## config.mk

```make
export PLATFORM = sky130hd
export DESIGN_NAME = fetch_sequencer_flat
export DESIGN_NICKNAME = d
export VERILOG_FILES = /design/src/rtl/fetch_sequencer_if.sv /design/src/rtl/fetch_sequencer.sv /design/src/flat_wrapper.sv
export SDC_FILE = /design/constraint.sdc
export NUM_CORES = 1
export LEC_CHECK = 0
export ABC_CLOCK_PERIOD_IN_PS = 1900
export CAP_MARGIN = 30
export CORE_MARGIN = 2
export CORE_UTILIZATION = 24
export CTS_BUF_LIST = sky130_fd_sc_hd__clkbuf_16
export CTS_CLUSTER_SIZE = 40
export DETAILED_ROUTE_END_ITERATION = 12
export PLACE_DENSITY = 0.5
export SYNTH_ARGS = -nofsm -noshare
export SYNTH_HDL_FRONTEND = slang
export SYNTH_SLANG_ARGS = --single-unit
```

## constraint.sdc

```tcl
create_clock -name clk -period 1.9 [get_ports clk]
set_input_delay 0.19 -clock clk [delete_from_list [all_inputs] [get_ports clk]]
set_output_delay 0.19 -clock clk [all_outputs]
set_load 0.02 [all_outputs]
```

## src/rtl/fetch_sequencer_if.sv

```systemverilog
// Instruction-memory request/response bus plus the instruction register handoff
// to the decoder, bundled for the fetch sequencer.
interface fetch_sequencer_if;
  logic        imem_req;
  logic [31:0] imem_addr;
  logic        imem_gnt;
  logic        imem_rvalid;
  logic [31:0] imem_rdata;
  logic        ir_valid;
  logic [31:0] ir_instr;
  logic [31:0] ir_pc;
  logic        ir_ready;

  modport master (
    output imem_req, imem_addr, ir_valid, ir_instr, ir_pc,
    input  imem_gnt, imem_rvalid, imem_rdata, ir_ready
  );

  modport slave (
    input  imem_req, imem_addr, ir_valid, ir_instr, ir_pc,
    output imem_gnt, imem_rvalid, imem_rdata, ir_ready
  );
endinterface

```

## src/rtl/fetch_sequencer.sv

```systemverilog
// Single-outstanding instruction fetch sequencer with redirect handling and a
// sticky misaligned-target error.
//
// state  | meaning
// S_REQ  | request driven at pc, waiting for grant
// S_WAIT | request accepted, waiting for response (dropped if discard set)
// S_HOLD | instruction presented to decoder until consumed or redirected
// S_ERR  | misaligned redirect seen; idle until reset
module fetch_sequencer #(
  parameter logic [31:0] RESET_PC = 32'h0000_0000
) (
  input  logic               clk,
  input  logic               rst,
  fetch_sequencer_if.master  bus,
  input  logic               redirect,
  input  logic [31:0]        redirect_pc,
  output logic               fetch_err,
  output logic [31:0]        instr_count
);

  typedef enum logic [1:0] {S_REQ, S_WAIT, S_HOLD, S_ERR} state_t;

  state_t      state, state_nxt;
  logic [31:0] pc, pc_nxt;
  logic        discard, discard_nxt;
  logic [31:0] ir_instr, ir_pc;
  logic        load_ir;
  logic        count_inc;
  logic        err_set;
  logic        redir_ok, redir_bad;

  assign redir_ok  = redirect & (redirect_pc[1:0] == 2'b00);
  assign redir_bad = redirect & (redirect_pc[1:0] != 2'b00);

  always_ff @(posedge clk or negedge rst) begin
    if (!rst) begin
      state       <= S_REQ;
      pc          <= RESET_PC;
      discard     <= 1'b0;
      ir_instr    <= 32'h0;
      ir_pc       <= 32'h0;
      fetch_err   <= 1'b0;
      instr_count <= 32'h0;
    end else begin
      state   <= state_nxt;
      pc      <= pc_nxt;
      discard <= discard_nxt;
      if (load_ir) begin
        ir_instr <= bus.imem_rdata;
        ir_pc    <= pc;
      end
      if (err_set) fetch_err <= 1'b1;
      if (count_inc) instr_count <= instr_count + 32'd1;
    end
  end

  always_comb begin
    state_nxt   = state;
    pc_nxt      = pc;
    discard_nxt = discard;
    load_ir     = 1'b0;
    count_inc   = 1'b0;
    err_set     = 1'b0;
    case (state)
      S_REQ: begin
        if (redir_bad) begin
          state_nxt = S_ERR;
          err_set   = 1'b1;
        end else if (bus.imem_gnt) begin
          state_nxt = S_WAIT;
          // A grant coinciding with a redirect fetches the old target: mark it stale.
          if (redir_ok) begin
            pc_nxt      = redirect_pc;
            discard_nxt = 1'b1;
          end
        end else if (redir_ok) begin
          pc_nxt = redirect_pc;
        end
      end
      S_WAIT: begin
        if (redir_bad) begin
          state_nxt = S_ERR;
          err_set   = 1'b1;
        end else if (bus.imem_rvalid) begin
          if (discard || redir_ok) begin
            discard_nxt = 1'b0;
            state_nxt   = S_REQ;
            if (redir_ok) pc_nxt = redirect_pc;
          end else begin
            load_ir   = 1'b1;
            state_nxt = S_HOLD;
          end
        end else if (redir_ok) begin
          discard_nxt = 1'b1;
          pc_nxt      = redirect_pc;
        end
      end
      S_HOLD: begin
        if (redir_bad) begin
          state_nxt = S_ERR;
          err_set   = 1'b1;
        end else if (redir_ok) begin
          pc_nxt    = redirect_pc;
          state_nxt = S_REQ;
        end else if (bus.ir_ready) begin
          pc_nxt    = pc + 32'd4;
          count_inc = 1'b1;
          state_nxt = S_REQ;
        end
      end
      S_ERR: begin
        state_nxt = S_ERR;
      end
      default: begin
        state_nxt = S_REQ;
      end
    endcase
  end

  assign bus.imem_req  = (state == S_REQ);
  assign bus.imem_addr = pc;
  assign bus.ir_valid  = (state == S_HOLD);
  assign bus.ir_instr  = ir_instr;
  assign bus.ir_pc     = ir_pc;

endmodule

```

## src/flat_wrapper.sv

```systemverilog
// flat-port wrapper written by rule: the top's interface ports become plain ports
module fetch_sequencer_flat 
#(
  parameter logic [31:0] RESET_PC = 32'h0000_0000
)
  (clk, rst, redirect, redirect_pc, fetch_err, instr_count, bus_imem_req, bus_imem_addr, bus_ir_valid, bus_ir_instr, bus_ir_pc, bus_imem_gnt, bus_imem_rvalid, bus_imem_rdata, bus_ir_ready);
  fetch_sequencer_if bus_i ();
  input  logic clk;
  input  logic rst;
  input  logic redirect;
  input  logic [31:0] redirect_pc;
  output logic fetch_err;
  output logic [31:0] instr_count;
  output wire logic [$bits(bus_i.imem_req)-1:0] bus_imem_req;
  output wire logic [$bits(bus_i.imem_addr)-1:0] bus_imem_addr;
  output wire logic [$bits(bus_i.ir_valid)-1:0] bus_ir_valid;
  output wire logic [$bits(bus_i.ir_instr)-1:0] bus_ir_instr;
  output wire logic [$bits(bus_i.ir_pc)-1:0] bus_ir_pc;
  input wire logic [$bits(bus_i.imem_gnt)-1:0] bus_imem_gnt;
  input wire logic [$bits(bus_i.imem_rvalid)-1:0] bus_imem_rvalid;
  input wire logic [$bits(bus_i.imem_rdata)-1:0] bus_imem_rdata;
  input wire logic [$bits(bus_i.ir_ready)-1:0] bus_ir_ready;
  assign bus_imem_req = bus_i.imem_req;
  assign bus_imem_addr = bus_i.imem_addr;
  assign bus_ir_valid = bus_i.ir_valid;
  assign bus_ir_instr = bus_i.ir_instr;
  assign bus_ir_pc = bus_i.ir_pc;
  assign bus_i.imem_gnt = bus_imem_gnt;
  assign bus_i.imem_rvalid = bus_imem_rvalid;
  assign bus_i.imem_rdata = bus_imem_rdata;
  assign bus_i.ir_ready = bus_ir_ready;
  fetch_sequencer #(.RESET_PC(RESET_PC)) u_core (.clk(clk), .rst(rst), .bus(bus_i), .redirect(redirect), .redirect_pc(redirect_pc), .fetch_err(fetch_err), .instr_count(instr_count));
endmodule
```

==> results of run 1 <==
## timing repair
action                                  4_1_cts  5_1_grt
endpoints found under the setup margin        2       24
hold buffers                                  1        0
hold endpoints to repair                     40        0
pin swaps                                     0        1
resized for setup                             2        6
cloned                                        0        1
## layer usage
layer / routed length, µm / global-route usage (%) / up-vias
met1: 9160 / 19.0 / 2527
met4: 231 / 4.09 / 0
met5: 0 / 0 / -
met3: 1040 / 3.46 / 13
li1: - / - / 2474
met2: 9030 / 21.9 / 154
## cells in the final DEF (no fill, tap or decap), types with 3 or more instances in the layout
cell type / instances
mux2_4: 60
inv_1: 4
and4_2: 3
a211oi_1: 5
buf_12: 3
dfrtp_1: 132
a21oi_1: 22
inv_6: 3
nor2_1: 25
a311oi_1: 7
o22ai_1: 8
a22oi_1: 3
a31oi_1: 7
nand3_1: 26
xnor2_1: 25
or3_1: 7
nand2_1: 41
o21a_1: 4
buf_4: 82
clkinvlp_4: 5
clkdlybuf4s50_1: 197
nand4_1: 16
mux2_2: 4
xor2_1: 6
clkinv_4: 3
nor3_1: 5
a2bb2oi_1: 8
and4_1: 3
nor4_4: 3
clkbuf_16: 17
o21ai_0: 24
and3_1: 14
## area by class of cell
cell class              instances  area (µm²)
flip-flops and latches        132        3300
clock inverters                15         158
diodes                          1        2.50
inverters                       3        11.3
well taps                     335         419
clock buffers                  17         425
multi-input cells             361        2860
fillers                      2576       16100
repair buffers                286        2690
## worst paths after layout
kind                                         from                      end  slack [ns]  cells past startpoint
setup / recovery                  u_core.state[0]     u_core.bus.ir_pc[31]        0.12                      5
hold / removal                                rst      u_core.bus.ir_pc[0]        0.27                      2
setup reg to reg                  u_core.state[0]     u_core.bus.ir_pc[31]        0.12                      5
hold reg to reg            u_core.instr_count[31]   u_core.instr_count[31]        0.47                      1
max in group asynchronous                     rst   u_core.bus.ir_instr[9]        0.99                      3
min in group clk                   redirect_pc[3]  u_core.bus.imem_addr[3]        0.35                      3
## worst register-to-register path, cell delays in order (launching register included)
cell	delay (ns)
dfrtp_1	0.35
buf_4	0.15
nand2_1	0.08
or4_4	0.45
buf_4	0.27
mux2_4	0.36
## state kept, by name, indices dropped and copies added, names as in the netlist
name	flops
u_core.bus.imem_addr	32
u_core.bus.ir_instr	32
u_core.bus.ir_pc	32
u_core.discard	1
u_core.fetch_err	1
u_core.instr_count	32
u_core.state	2
## power by group through the flow
stage               Clock [µW]  Sequential [µW]  Combinational (µW)
detailed placement           0             4010                4820
floorplan                    0             4960                1240
finish                    3290             3970                4810
global route              3530             4060                5120
CTS                       3410             3970                4840
global placement             0             4020                4800
## metrics by stage
step / total power (µW) / hold WS, ns / setup slack [ns] / area [µm²] / utilization [%]
floorplan: 6210 / -0.106 / 0.0496 / 6320 / -
global placement: 8810 / 0.173 / -0.249 / 9240 / 35.5
detailed placement: 8830 / 0.170 / -0.253 / 9240 / 35.5
CTS: 12200 / 0.277 / 0.0381 / 9830 / 37.8
global route: 12700 / 0.293 / -0.0198 / 9860 / 38.0
finish: 12100 / 0.272 / 0.121 / 9870 / 38.0
## logic make-up after synthesis
group	share of synthesized area (%)
AO/OA/AOI/OAI	9.78
buffers and inverters	3.25
multiplexers	15.1
flip-flops	52.3
adder cells (fa/ha/maj)	0.396
AND/OR/NAND/NOR	14.9
XOR/XNOR	4.30
==> impl_metrics.json, run 1 <==
{
  "cp-start-kind": "flop",
  "grt_pass1_wl_mm": 30.2,
  "crit_required_ns": 2.20,
  "crit_family": "simple AND/OR/NAND/NOR gates",
  "maxSlewViolCount": 0,
  "finalSetupTns_ns": 0,
  "synth_ff_type": "dfrtp_1",
  "crit_chain": "buf_4 -> nand2_1 -> or4_4 -> buf_4 -> mux2_4",
  "path_class": "flop to flop",
  "switchingPower_uw": 4160,
  "status": "finished, final reports clean",
  "yosysSeqAreaShare_pct": 52.3,
  "clock-sinks": 132,
  "max_freq_ghz": 0.562,
  "finalCritPeriodShare_pct": 93.6,
  "finalSetupViolCount": 0,
  "dp.cells": 1115,
  "rows": 59,
  "nets": 873,
  "clockBufferDepth": 2,
  "synth_nets": 595,
  "slowest_stage": "or4_4",
  "grt_max_degree": 47,
  "cap_violations": 0,
  "crit_buf_inv": 2,
  "path_common_cell": "buf_4",
  "clock_skew_ns": 0.0178,
  "cts_root_buf": "clkbuf_16",
  "die_y_um": 166,
  "worstPathArrival_ns": 2.08,
  "htreeDepth": 4,
  "swShare_pct": 34.5,
  "yosysMostFrequentCell": "dfrtp_1",
  "coreArea_um2": 26000,
  "dr.first_iter.drc_count": 326,
  "p_clk_share_pct": 27.3,
  "cts_tree": "yes",
  "io_buffers": 200,
  "clk_latency_ns": 0.42,
  "drive_gt1_share_pct": 25.1,
  "area_growth_syn_to_layout_pct": 56.1,
  "power_frac_seq_pct": 32.9,
  "end_kind": "flop",
  "finalNonFillerCells": 1150,
  "syn-instance-count": 523,
  "synth.avg_cell_area_um2": 12.1,
  "peakVddDrop_uv": 584,
  "wl_per_cell_um": 16.9,
  "hp-class": "input port to asynchronous set/reset pin",
  "fp.dieArea_um2": 27600,
  "wl_mm": 19.5,
  "ios": 201,
  "cts_buffers": 17,
  "relSlewSlack_pct": 65.6,
  "routabilityCongestion": 0.807,
  "netlist_top_cells_count": "132 x dfrtp_1, 60 x mux2_4, 41 x nand2_1",
  "ys_async_sr_fraction_pct": 100,
  "cellInternalPower_uw": 7900,
  "vias": 5168,
  "hold_viol_final": 0,
  "grt_usage_pct": 13.9,
  "tightest_slew_ns": 0.516,
  "cp_max_fo": 21,
  "viasPerCell": 4.49,
  "hpwl_mm": 14.1,
  "first_pass_iters": 4,
  "synth-edff-count": 0,
  "ys_types": 53,
  "leakagePower_uw": 0.00445,
  "synthTopCellsByArea": "dfrtp_1 52%, mux2_4 14%, xnor2_1 3.5%",
  "cts_setup_buffers": 0,
  "grt_pass1_vias": 5198,
  "clk_pin_slew_ns": 0.07,
  "start_util_pct": 24.3,
  "drc": 0,
  "synth_area_um2": 6320,
  "die_width_um": 166,
  "yosysWarnings": 0,
  "grt-ovfl-total": 0,
  "combPwrFrac_pct": 39.9,
  "powerDensity_nw_per_um2": 1220,
  "detail-route-antenna-nets": 0,
  "yosysTopAreaCellShare_pct": 52.3,
  "antenna_found_initial": 0,
  "yosysTopAreaCell": "dfrtp_1",
  "cpPeakStageDelay_ns": 0.45,
  "synth_seq_cells": 132,
  "period_needed_ns": 1.78
}
Note: power is estimated with default switching activity, not from simulation.
==> run 2: changes to the inputs <==
--- a/config.mk
+++ b/config.mk
@@ -8,11 +8,11 @@
 export ABC_CLOCK_PERIOD_IN_PS = 1900
 export CAP_MARGIN = 30
 export CORE_MARGIN = 2
-export CORE_UTILIZATION = 24
+export CORE_UTILIZATION = 35
 export CTS_BUF_LIST = sky130_fd_sc_hd__clkbuf_16
 export CTS_CLUSTER_SIZE = 40
 export DETAILED_ROUTE_END_ITERATION = 12
-export PLACE_DENSITY = 0.5
+export PLACE_DENSITY = 0.67
 export SYNTH_ARGS = -nofsm -noshare
 export SYNTH_HDL_FRONTEND = slang
 export SYNTH_SLANG_ARGS = --single-unit
==> run 2 against run 1 <==
Compared with the run above: clock-buffer cell count stayed put; hold slack better by 0.0050 ns; cell count is 11% lower; combinational power is 4.4% lower; first-iteration DRC count is 53% higher; utilization is 16 points higher; maximum frequency is 1.9% lower.
==> impl_metrics.json, run 2 (synthesis results as in run 1) <==
{
  "hold_viol_final": 0,
  "fp.dieArea_um2": 19100,
  "clock_skew_ns": 0.00648,
  "clk_latency_ns": 0.42,
  "io_buffers": 200,
  "first_pass_iters": 5,
  "coreArea_um2": 17800,
  "finalSetupViolCount": 0,
  "clk_pin_slew_ns": 0.06,
  "path_class": "flop to flop",
  "diodes": 0,
  "cp-start-kind": "flop",
  "drc": 0,
  "cts_root_buf": "clkbuf_16",
  "power_uw": 11900,
  "detail-route-antenna-nets": 0,
  "tightest_slew_ns": 0.470,
  "wl_per_cell_um": 17.2,
  "grt_max_degree": 53,
  "drive_gt1_share_pct": 23.6,
  "start_util_pct": 35.4,
  "grt_pass1_wl_mm": 28.8,
  "rsz0062_at_grt": "true",
  "peakVddDrop_uv": 731,
  "period_needed_ns": 1.81,
  "powerDensity_nw_per_um2": 1230,
  "vias": 5232,
  "nFillCells": 1467,
  "cap_violations": 0,
  "ios": 201,
  "rows": 49,
  "viasPerCell": 5.13,
  "wl_mm": 17.6,
  "r2r-start": "u_core.bus.imem_addr[2]",
  "cp_max_fo": 5,
  "clockBufferDepth": 2,
  "dr.first_iter.drc_count": 500,
  "crit_required_ns": 2.23,
  "die_y_um": 138,
  "cts_buffers": 17,
  "hp-class": "input port to asynchronous set/reset pin",
  "reg2reg_depth": 6,
  "place_ws_ns": -0.157,
  "hpwl_mm": 12.8,
  "r2r_slack_ns": 0.09,
  "leakagePower_uw": 0.00436,
  "regToRegEndpoint": "u_core.bus.imem_addr[31]",
  "fin_ws_ns": 0.0865,
  "nets": 850,
  "clock-sinks": 132,
  "htreeDepth": 4,
  "status": "finished, final reports clean",
  "max_freq_ghz": 0.551,
  "worstPathArrival_ns": 2.15,
  "grt_pass1_vias": 5419,
  "maxSlewViolCount": 0,
  "most-common-layout-cells": "196 x clkdlybuf4s50_1, 131 x dfrtp_1, 60 x mux2_4",
  "finalCritPeriodShare_pct": 95.4,
  "grt_usage_pct": 18.7,
  "cts_tree": "yes",
  "antenna_found_initial": 0,
  "end_kind": "flop",
  "grt-ovfl-total": 0,
  "die_width_um": 138,
  "routabilityCongestion": 0.877,
  "area_growth_syn_to_layout_pct": 52.4,
  "final_common_cell": "clkdlybuf4s50_1",
  "relSlewSlack_pct": 68.4
}
[run 2: cell type report]
class | count | area (µm²) | area share (%)
Timing Repair Buffer | 264 | 2570 | 26.7
Tap cell | 229 | 287 | 2.98
Inverter | 3 | 11.3 | 0.117
Multi-Input combinational cell | 360 | 2870 | 29.8
Sequential cell | 132 | 3300 | 34.3
Clock buffer | 17 | 425 | 4.42
Clock inverter | 15 | 156 | 1.62
[run 2: where the power goes]
part           switching (µW)  internal [µW]  leakage [µW]
sequential                582           3490       0.00172
clock                    1270           1940      0.000274
combinational            2210           2390       0.00236
total                    4070           7820       0.00436
[run 2: through the flow]
stage	utilization (%)	hold slack [ns]	area, µm²	instances	setup TNS [ns]
4_1_cts	53.7	0.283	9570	1019	0
3_5_place_dp	50.3	0.157	8980	986	-3.55
5_1_grt	54.0	0.308	9630	1020	-0.0841
6_report	54.0	0.277	9630	1020	0
2_1_floorplan	-	-0.106	6320	523	0
3_3_place_gp	50.3	0.155	8980	986	-2.21
[run 2: how the worst max path moves through the flow]
| stage | startpoint | to | slack (ns) | cells after the start |
|---|---|---|---|---|
| finish | u_core.bus.imem_addr[2] | u_core.bus.imem_addr[31] | 0.09 | 6 |
| global route | u_core.bus.imem_addr[2] | u_core.bus.imem_addr[31] | -0.06 | 6 |
| CTS | u_core.bus.imem_addr[27] | bus_imem_addr[27] | 0.03 | 1 |
| detailed placement | redirect | u_core.instr_count[27] | -0.16 | 7 |
| global placement | redirect | u_core.instr_count[27] | -0.18 | 7 |
| floorplan | u_core.bus.imem_addr[2] | u_core.bus.imem_addr[30] | 0.05 | 6 |
[run 2: worst max-delay path, stage by stage, from the launching register on]
cell and delay (ns):
dfrtp_1 0.42, nand4_1 0.22, nor3_4 0.34, buf_4 0.17, nand4_1 0.17, a21oi_1 0.23
a2bb2oi_1 0.18
[run 2: layer usage]
metal	global-route usage [%]	part of all wire [%]	vias to the layer above
met3	7.38	8.5	20
met2	30.6	49	214
li1	-	-	2424
met5	0	0	-
met4	5.32	1.3	0
met1	23.1	42	2574
[run 2: what timing repair did]
item / 4_1_cts / 5_1_grt
gates resized for setup: 2 / 11
pin swaps: 0 / 5
endpoints found under the setup margin: 2 / 8
setup buffers: 0 / 1
endpoints found under the hold margin: 43 / 0
hold buffers: 1 / 0
cloned: 0 / 0
==> run 3: changes to the inputs <==
--- a/config.mk
+++ b/config.mk
@@ -13,6 +13,7 @@
 export CTS_CLUSTER_SIZE = 40
 export DETAILED_ROUTE_END_ITERATION = 12
 export PLACE_DENSITY = 0.67
+export SLEW_MARGIN = 0
 export SYNTH_ARGS = -nofsm -noshare
 export SYNTH_HDL_FRONTEND = slang
 export SYNTH_SLANG_ARGS = --single-unit
==> results of run 3 <==
Same layout as run 2: the final DEF is identical, and so are final timing and power.
